--- src/rtl/grf_scoreboard.sv ---
// GRF hazard scoreboard for the 5-stage MIPS pipeline.
// Each register keeps two countdowns: cycles until its in-flight result can be
// forwarded (tnew) and cycles until it lands in the GRF (wb). Writers are
// recorded as they move D->E; D-stage readers stall while their operand is
// pending and not forwardable by the time they consume it.
module grf_scoreboard #(
   parameter int NREG   = 32,
   parameter int TNEW_W = 2,
   parameter int TWB_W  = 3
) (
   input  logic              clk,
   input  logic              reset,
   input  logic              issue_valid,
   input  logic [4:0]        issue_rd,
   input  logic [TNEW_W-1:0] issue_tnew,
   input  logic [TWB_W-1:0]  issue_twb,
   input  logic              rs_used,
   input  logic [4:0]        rs_addr,
   input  logic [1:0]        rs_tuse,
   input  logic              rt_used,
   input  logic [4:0]        rt_addr,
   input  logic [1:0]        rt_tuse,
   output logic              stall,
   output logic              stall_rs,
   output logic              stall_rt,
   output logic [NREG-1:0]   busy_mask
);

   // Common widths for the min() clamp and for the tnew-vs-tuse compare.
   localparam int CW = (TNEW_W > TWB_W) ? TNEW_W : TWB_W;
   localparam int UW = (TNEW_W > 2) ? TNEW_W : 2;

   logic [TNEW_W-1:0] tnew_cnt [NREG];
   logic [TWB_W-1:0]  wb_cnt   [NREG];

   logic              issue_ok;
   logic [TNEW_W-1:0] issue_tnew_clamped;

   // Qualify the issue and clamp tnew so a result is never "forwardable"
   // after it has already been written back.
   always_comb begin
      issue_ok = issue_valid & ~stall & (issue_rd != 5'd0) & (issue_twb != '0);
      if (CW'(issue_tnew) <= CW'(issue_twb))
         issue_tnew_clamped = issue_tnew;
      else
         issue_tnew_clamped = TNEW_W'(issue_twb);
   end

   genvar gi;
   generate
      for (gi = 0; gi < NREG; gi++) begin : g_entry
         if (gi == 0) begin : g_zero
            // Register 0 is hard-wired zero and never has a pending write.
            assign tnew_cnt[gi] = '0;
            assign wb_cnt[gi]   = '0;
         end else begin : g_cnt
            logic [TNEW_W-1:0] tnew_reg;
            logic [TWB_W-1:0]  wb_reg;
            logic [TNEW_W-1:0] tnew_next;
            logic [TWB_W-1:0]  wb_next;
            logic              load;

            // Next counters: load from the issuing writer, otherwise count
            // down to zero; tnew is dropped once the write-back completes.
            always_comb begin
               load    = issue_ok & (issue_rd == 5'(gi));
               wb_next = (wb_reg != '0) ? wb_reg - 1'b1 : '0;
               if (wb_next == '0)
                  tnew_next = '0;
               else
                  tnew_next = (tnew_reg != '0) ? tnew_reg - 1'b1 : '0;
               if (load) begin
                  wb_next   = issue_twb;
                  tnew_next = issue_tnew_clamped;
               end
            end

            // Per-register countdown state.
            always_ff @(posedge clk) begin
               if (reset) begin
                  tnew_reg <= '0;
                  wb_reg   <= '0;
               end else begin
                  tnew_reg <= tnew_next;
                  wb_reg   <= wb_next;
               end
            end

            assign tnew_cnt[gi] = tnew_reg;
            assign wb_cnt[gi]   = wb_reg;
         end

         assign busy_mask[gi] = (wb_cnt[gi] != '0);
      end
   endgenerate

   // D-stage stall: operand pending and not forwardable by its use point.
   // Held low during reset so nothing is frozen while the pipe is cleared.
   always_comb begin
      stall_rs = ~reset & rs_used & (rs_addr != 5'd0) & (wb_cnt[rs_addr] != '0)
               & (UW'(tnew_cnt[rs_addr]) > UW'(rs_tuse));
      stall_rt = ~reset & rt_used & (rt_addr != 5'd0) & (wb_cnt[rt_addr] != '0)
               & (UW'(tnew_cnt[rt_addr]) > UW'(rt_tuse));
      stall    = stall_rs | stall_rt;
   end

endmodule

--- config.mk ---
export PLATFORM = sky130hd
export DESIGN_NAME = grf_scoreboard
export DESIGN_NICKNAME = d
export VERILOG_FILES = /design/src/rtl/grf_scoreboard.sv
export SDC_FILE = /design/constraint.sdc
export NUM_CORES = 1
export LEC_CHECK = 0
export CAP_MARGIN = 5
export CORE_UTILIZATION = 46
export CTS_CLUSTER_DIAMETER = 50
export CTS_CLUSTER_SIZE = 10
export DETAILED_ROUTE_END_ITERATION = 12
export SLEW_MARGIN = 20
export SYNTH_ARGS = -nofsm -noshare
export SYNTH_HDL_FRONTEND = slang
export SYNTH_SLANG_ARGS = --single-unit
export TNS_END_PERCENT = 30
--- constraint.sdc ---
create_clock -name clk -period 15.11 [get_ports clk]
set_input_delay 3.022 -clock clk [delete_from_list [all_inputs] [get_ports clk]]
set_output_delay 3.022 -clock clk [all_outputs]
set_load 0.02 [all_outputs]
==> reports/qor.yml <==
reg2reg_slack_ns: 10.92
dp_cells: 1377
synth-main-ff-cell: "dfxtp_1"
die_h_um: 154
worst_path_most_repeated_cell: "mux2_2"
crit_chain: "buf_2, mux2_2, a22o_1, mux4_2, mux2_2, ha_1, nor2b_1, o2111ai_1, a21oi_1, o211ai_1, o41a_2, buf_4, nand2_1, clkdlybuf4s50_1"
synth_compound_area_frac: 0.0946
rows: 55
clockBufferDepth: 2
coreArea_mm2: 0.0227
setup-violations-final: 0
fillers: 2034
drive_gt1_frac: 0.171
largest_reg_flops: 93
syn_avg_cell_area_um2: 9.84
cp.arrival_ns: 7.27
antenna_found_initial: 0
start_util: 0.470
final.setup_skew_ns: 0.0127
syn_nets: 1182
synth_area_leader_cell: "dfxtp_1"
nets: 1208
synth_top_family_by_area: "multiplexers"
critPathSlowestCell: "buf_2"
routedWlPerCell_um: 21.3
rsz0062_at_grt: "no"
end_kind: "output pin"
dpl-instance-area_mm2: 0.0114
max_freq_mhz: 97.2
fp.dieArea_mm2: 0.0238
worstRegToRegCells: 12
first_global_vias: 7945
hold_depth: 1
ys_seq_elements: 155
worstSkewPairLatency_ns: 0.44
critPathKind: "in2out"
yosys.area_share.xor_xnor: 0
p_per_area_mw_per_mm2: 81.4
numCtsBuffers: 17
tritoncts: "done"
synth.distinct_cells: 68
htreeDepth: 4
drc: 0
ioPinCount: 64
wl_um: 30000
synth-edff-count: 0
synth.area.mux_share: 0.270
synth_top_cell_area_share: 0.291
synth_simple_gate_area_frac: 0.197
finalHoldViolCount: 0
crit_fanout: 40
drtIter0Drc: 544
syn_inst: 1085
cts_hold_buf: 0
dp_slack_ns: 4.69
vias: 8292
startpoint_type: "input port"
cts.sinks: 155
fin_crit_sh: 0.681
ir_drop_mv: 0.0510
syn_to_final_growth_pct: 12.6
port_buffers: 62
crit_end: "stall"
drt_pass1_iterations: 4
cts_resized: 0
power_w: 0.000979
cts-root-buf: "clkbuf_16"
yosys_warnings: 0
synth_fa_ha_area_frac: 0.0797
place.gp.congestion: 0.913
finalCriticalPeriod_ns: 10.29
grt_usage: 0.260
drv_cap: 0
p_leak_nw: 5.73
synth_area_leaders: "dfxtp_1 (29%), mux2i_1 (9.4%), mux4_2 (9.1%)"
postCtsSetupBuffers: 0
synth_seq_area_share: 0.291
slew_viol_final: 0
cp.required_ns: 12.09
max_stage_delay_ns: 0.67
tightest_slew_ns: 1.01
status: "finished, final reports clean"
rr_startpoint: "g_entry[15].g_cnt.tnew_reg[1]"
tns_ns: 0
synthArstFlopShare: 0
grt_max_degree: 62
dp_hpwl_um: 21300
layout_setup_ws_ns: 4.82
num_antenna_cells: 0
slew-limit-headroom: 0.329
synthesis.area_mm2: 0.0107
crit_start: "rs_addr[1]"
grt_overflow: 0
viasPerCell: 5.89
timing.rr.end: "g_entry[12].g_cnt.tnew_reg[0]"
die_w_um: 154
ant_nets: 0
hold_class: "reg2reg"
clk_pin_slew_ns: 0.07
stdcell_area_mm2: 0.0120
stdcell_count: 1409
grt_pass1_wl_um: 47000
==> layer usage <==
metal,global-route usage,vias to the layer above,share of wire
met4,0.100,0,0.029
met1,0.339,4046,0.45
met5,0,-,0
li1,-,3959,-
met3,0.0541,52,0.057
met2,0.421,235,0.46
==> final cells by class <==
type / count / area, um^2 / area share
Multi-Input combinational cell: 762 / 6860 / 0.571
Sequential cell: 155 / 3100 / 0.258
Timing Repair Buffer: 70 / 663 / 0.0552
Clock buffer: 20 / 447 / 0.0372
Inverter: 105 / 395 / 0.0329
Tap cell: 285 / 357 / 0.0297
Clock inverter: 12 / 188 / 0.0156
==> synthesized netlist by cell type (all sizes together), types with 8 or more instances <==
library cell / n
dfxtp: 155
mux2: 65
inv: 105
a21o: 10
ha: 68
nand3: 28
and3: 31
a21oi: 9
or2: 13
mux2i: 100
nor3: 42
clkbuf: 36
o21ai: 29
nor3b: 8
nor4: 8
o2111ai: 27
nor4b: 11
mux4: 44
nand4b: 9
and2: 13
nand2: 87
o211ai: 28
nor2: 71
nor2b: 13
buf: 27
==> worst max-delay path: cells and delay by family <==
| kind | cells | cell delay, ns |
|---|---|---|
| multiplexers | 3 | 1.13 |
| buffers and inverters | 3 | 1.86 |
| AND/OR/NAND/NOR | 2 | 0.25 |
| AO/OA/AOI/OAI | 5 | 0.66 |
| adder cells (fa/ha/maj) | 1 | 0.28 |
==> power breakdown <==
part | total, W | internal [W] | switching (W) | leakage [nW]
logic | 0.0000928 | 0.0000334 | 0.0000594 | 4.18
clock network | 0.000472 | 0.000283 | 0.000188 | 0.301
registers | 0.000414 | 0.000411 | 0.00000311 | 1.25
total | 0.000979 | 0.000728 | 0.000251 | 5.73
==> through the flow <==
step | utilization | hold WS (ns)
floorplan | - | 0.443
global placement | 0.501 | 0.456
detailed placement | 0.501 | 0.461
CTS | 0.529 | 0.474
global route | 0.529 | 0.495
finish | 0.529 | 0.479
==> logic make-up after synthesis <==
family | Yosys count
fa+ha+maj | 68
compound gates | 136
simple gates | 348
buf+inv | 168
mux | 209
flops | 155
other cells | 1
==> cells in the final DEF (no fill, tap or decap), types with 8 or more instances in the layout <==
cell type and instances:
dfxtp_1 155, inv_1 104, mux2i_1 100, nand2_1 84, nor2_1 70, ha_1 68
clkdlybuf4s50_1 58, mux4_2 43, nor3_1 42, mux2_4 40, and3_1 30, o21ai_0 29
o211ai_1 28, o2111ai_1 27, nand3_4 24, mux2_2 17, clkbuf_16 17, nor2b_1 12
and2_1 12, nor4b_1 11, a21o_1 10, or2_2 9, a21oi_1 9, nand4b_1 9
buf_4 9, nor4_1 8, nor3b_1 8, mux2_1 8
==> worst min path at each step <==
| stage | start | to | slack [ns] |
|---|---|---|---|
| floorplan | g_entry[1].g_cnt.wb_reg[0] | g_entry[1].g_cnt.wb_reg[0] | 0.44 |
| global placement | g_entry[1].g_cnt.wb_reg[0] | g_entry[1].g_cnt.wb_reg[0] | 0.46 |
| detailed placement | g_entry[1].g_cnt.wb_reg[0] | g_entry[1].g_cnt.wb_reg[0] | 0.46 |
| CTS | g_entry[1].g_cnt.wb_reg[0] | g_entry[1].g_cnt.wb_reg[0] | 0.47 |
| global route | g_entry[1].g_cnt.wb_reg[0] | g_entry[1].g_cnt.wb_reg[0] | 0.50 |
| finish | g_entry[1].g_cnt.wb_reg[0] | g_entry[1].g_cnt.wb_reg[0] | 0.48 |
Power figures use the tool's default switching activity.
==> patch, RTL diff (same flow settings) <==
The parameter `TNEW_W` goes from 2 to 4.
--- a/src/rtl/grf_scoreboard.sv
+++ b/src/rtl/grf_scoreboard.sv
@@ -5,7 +5,7 @@
 // pending and not forwardable by the time they consume it.
 module grf_scoreboard #(
    parameter int NREG   = 32,
-   parameter int TNEW_W = 2,
+   parameter int TNEW_W = 4,
    parameter int TWB_W  = 3
 ) (
    input  logic              clk,
Interface: changed (resized issue_tnew); port bits go from 64 to 66. No check against the original RTL was run, so the function may have changed too.
==> patch against the original RTL <==
- core utilization decreased by 0.48 points
- routed wire length increased by 45%
- design area increased by 33%
- sequential cell count increased by 62
- synthesized area increased by 34%
- power increased by 42%
- setup slack got worse by 0.35 ns
- via count increased by 46%
- largest cell class unchanged
==> patch: results (changes against the original RTL) <==
Syn Nets -> 1738 (was 1182)
Layout cells sized above 1 -> 0.140 (was 0.171)
Initial DRC count -> 979 (was 544)
Arrival @ worst endpoint -> 7.62 ns (was 7.27 ns)
Met2 usage -> 0.417 (was 0.421)
Area post-placement -> 15100 um2 (was 11400 um2)
Worst skew pair latency -> 0.55 ns (was 0.44 ns)
Total Wirelength -> 43400 um (was 30000 um)
DP Cell Count -> 1994 (was 1377)
Number of port buffers -> 64 (was 62)
Clock buffer depth -> 3 (was 2)
# fillers -> 2874 (was 2034)
Vias in the first global route -> 11300 (was 7945)
Area grow syn2layout -> 12.4% (was 12.6%)
Top cells by area, synth -> dfxtp_1, ha_1, mux4_2, nor2_1, inv_1 (was dfxtp_1, mux2i_1, mux4_2, ha_1, mux2_4)
Distinct cells, synth -> 75 (was 68)
First-pass GRT wire length -> 66300 um (was 47000 um)
H-tree level count -> 1 (was 4)
# nets final -> 1760 (was 1208)
Num CTS Buffers -> 30 (was 17)
RePlAce Congestion -> 0.923 (was 0.913)
Pin count of the biggest net entering global routing -> 66 (was 62)
Overall Global Routing Usage -> 0.274 (was 0.260)
Synth Instances -> 1608 (was 1085)
Outcome -> finished clean (unchanged)
==> patch: cell count changes in the layout (fill, tap and decap cells not counted), sizes merged, moves of 26 or more <==
cell,before,now
o211ai,28,1
xnor2,0,60
a2bb2oi,0,40
mux2i,100,26
nor3,42,102
ha,68,99
nor2,71,207
and3,31,3
a21oi,9,62
inv,106,164
o2111ai,27,1
dfxtp,155,217
a211o,1,32
==> patch: final timing paths <==
check / slack (ns) / start / cells after the start / endpoint
setup / recovery: 4.47 / rs_addr[3] / 12 / stall
hold / removal: 0.52 / g_entry[3].g_cnt.tnew_reg[3] / 1 / g_entry[3].g_cnt.tnew_reg[3]
setup reg to reg: 10.25 / g_entry[19].g_cnt.tnew_reg[1] / 12 / g_entry[18].g_cnt.wb_reg[1]
hold reg to reg: 0.52 / g_entry[3].g_cnt.tnew_reg[3] / 1 / g_entry[3].g_cnt.tnew_reg[3]
==> patch: area by class of cell <==
class,count,area share
clock inverter,9,0.00530
clock buffer,39,0.0534
multi-input combinational,1132,0.553
timing repair buffer,84,0.0479
tap,396,0.0309
inverter,165,0.0386
sequential,217,0.271
==> patch: cell families after synthesis <==
family          count (synthesis)  synth area share
simple gates                  545             0.189
flops                         217             0.304
xor+xnor                       60            0.0368
mux                           164             0.176
fa+ha+maj                      99            0.0868
other cells                     1          0.000263
buf+inv                       259            0.0743
compound gates                263             0.132
==> patch: power by group through the flow <==
| stage | logic (W) | registers, W | clock network [W] |
|---|---|---|---|
| 3_5_place_dp | 0.000132 | 0.000592 | 0 |
| 3_3_place_gp | 0.000131 | 0.000592 | 0 |
| 4_1_cts | 0.000132 | 0.000580 | 0.000684 |
| 6_report | 0.000134 | 0.000580 | 0.000671 |
| 2_1_floorplan | 0.0000827 | 0.000591 | 0 |
| 5_1_grt | 0.000142 | 0.000580 | 0.000704 |
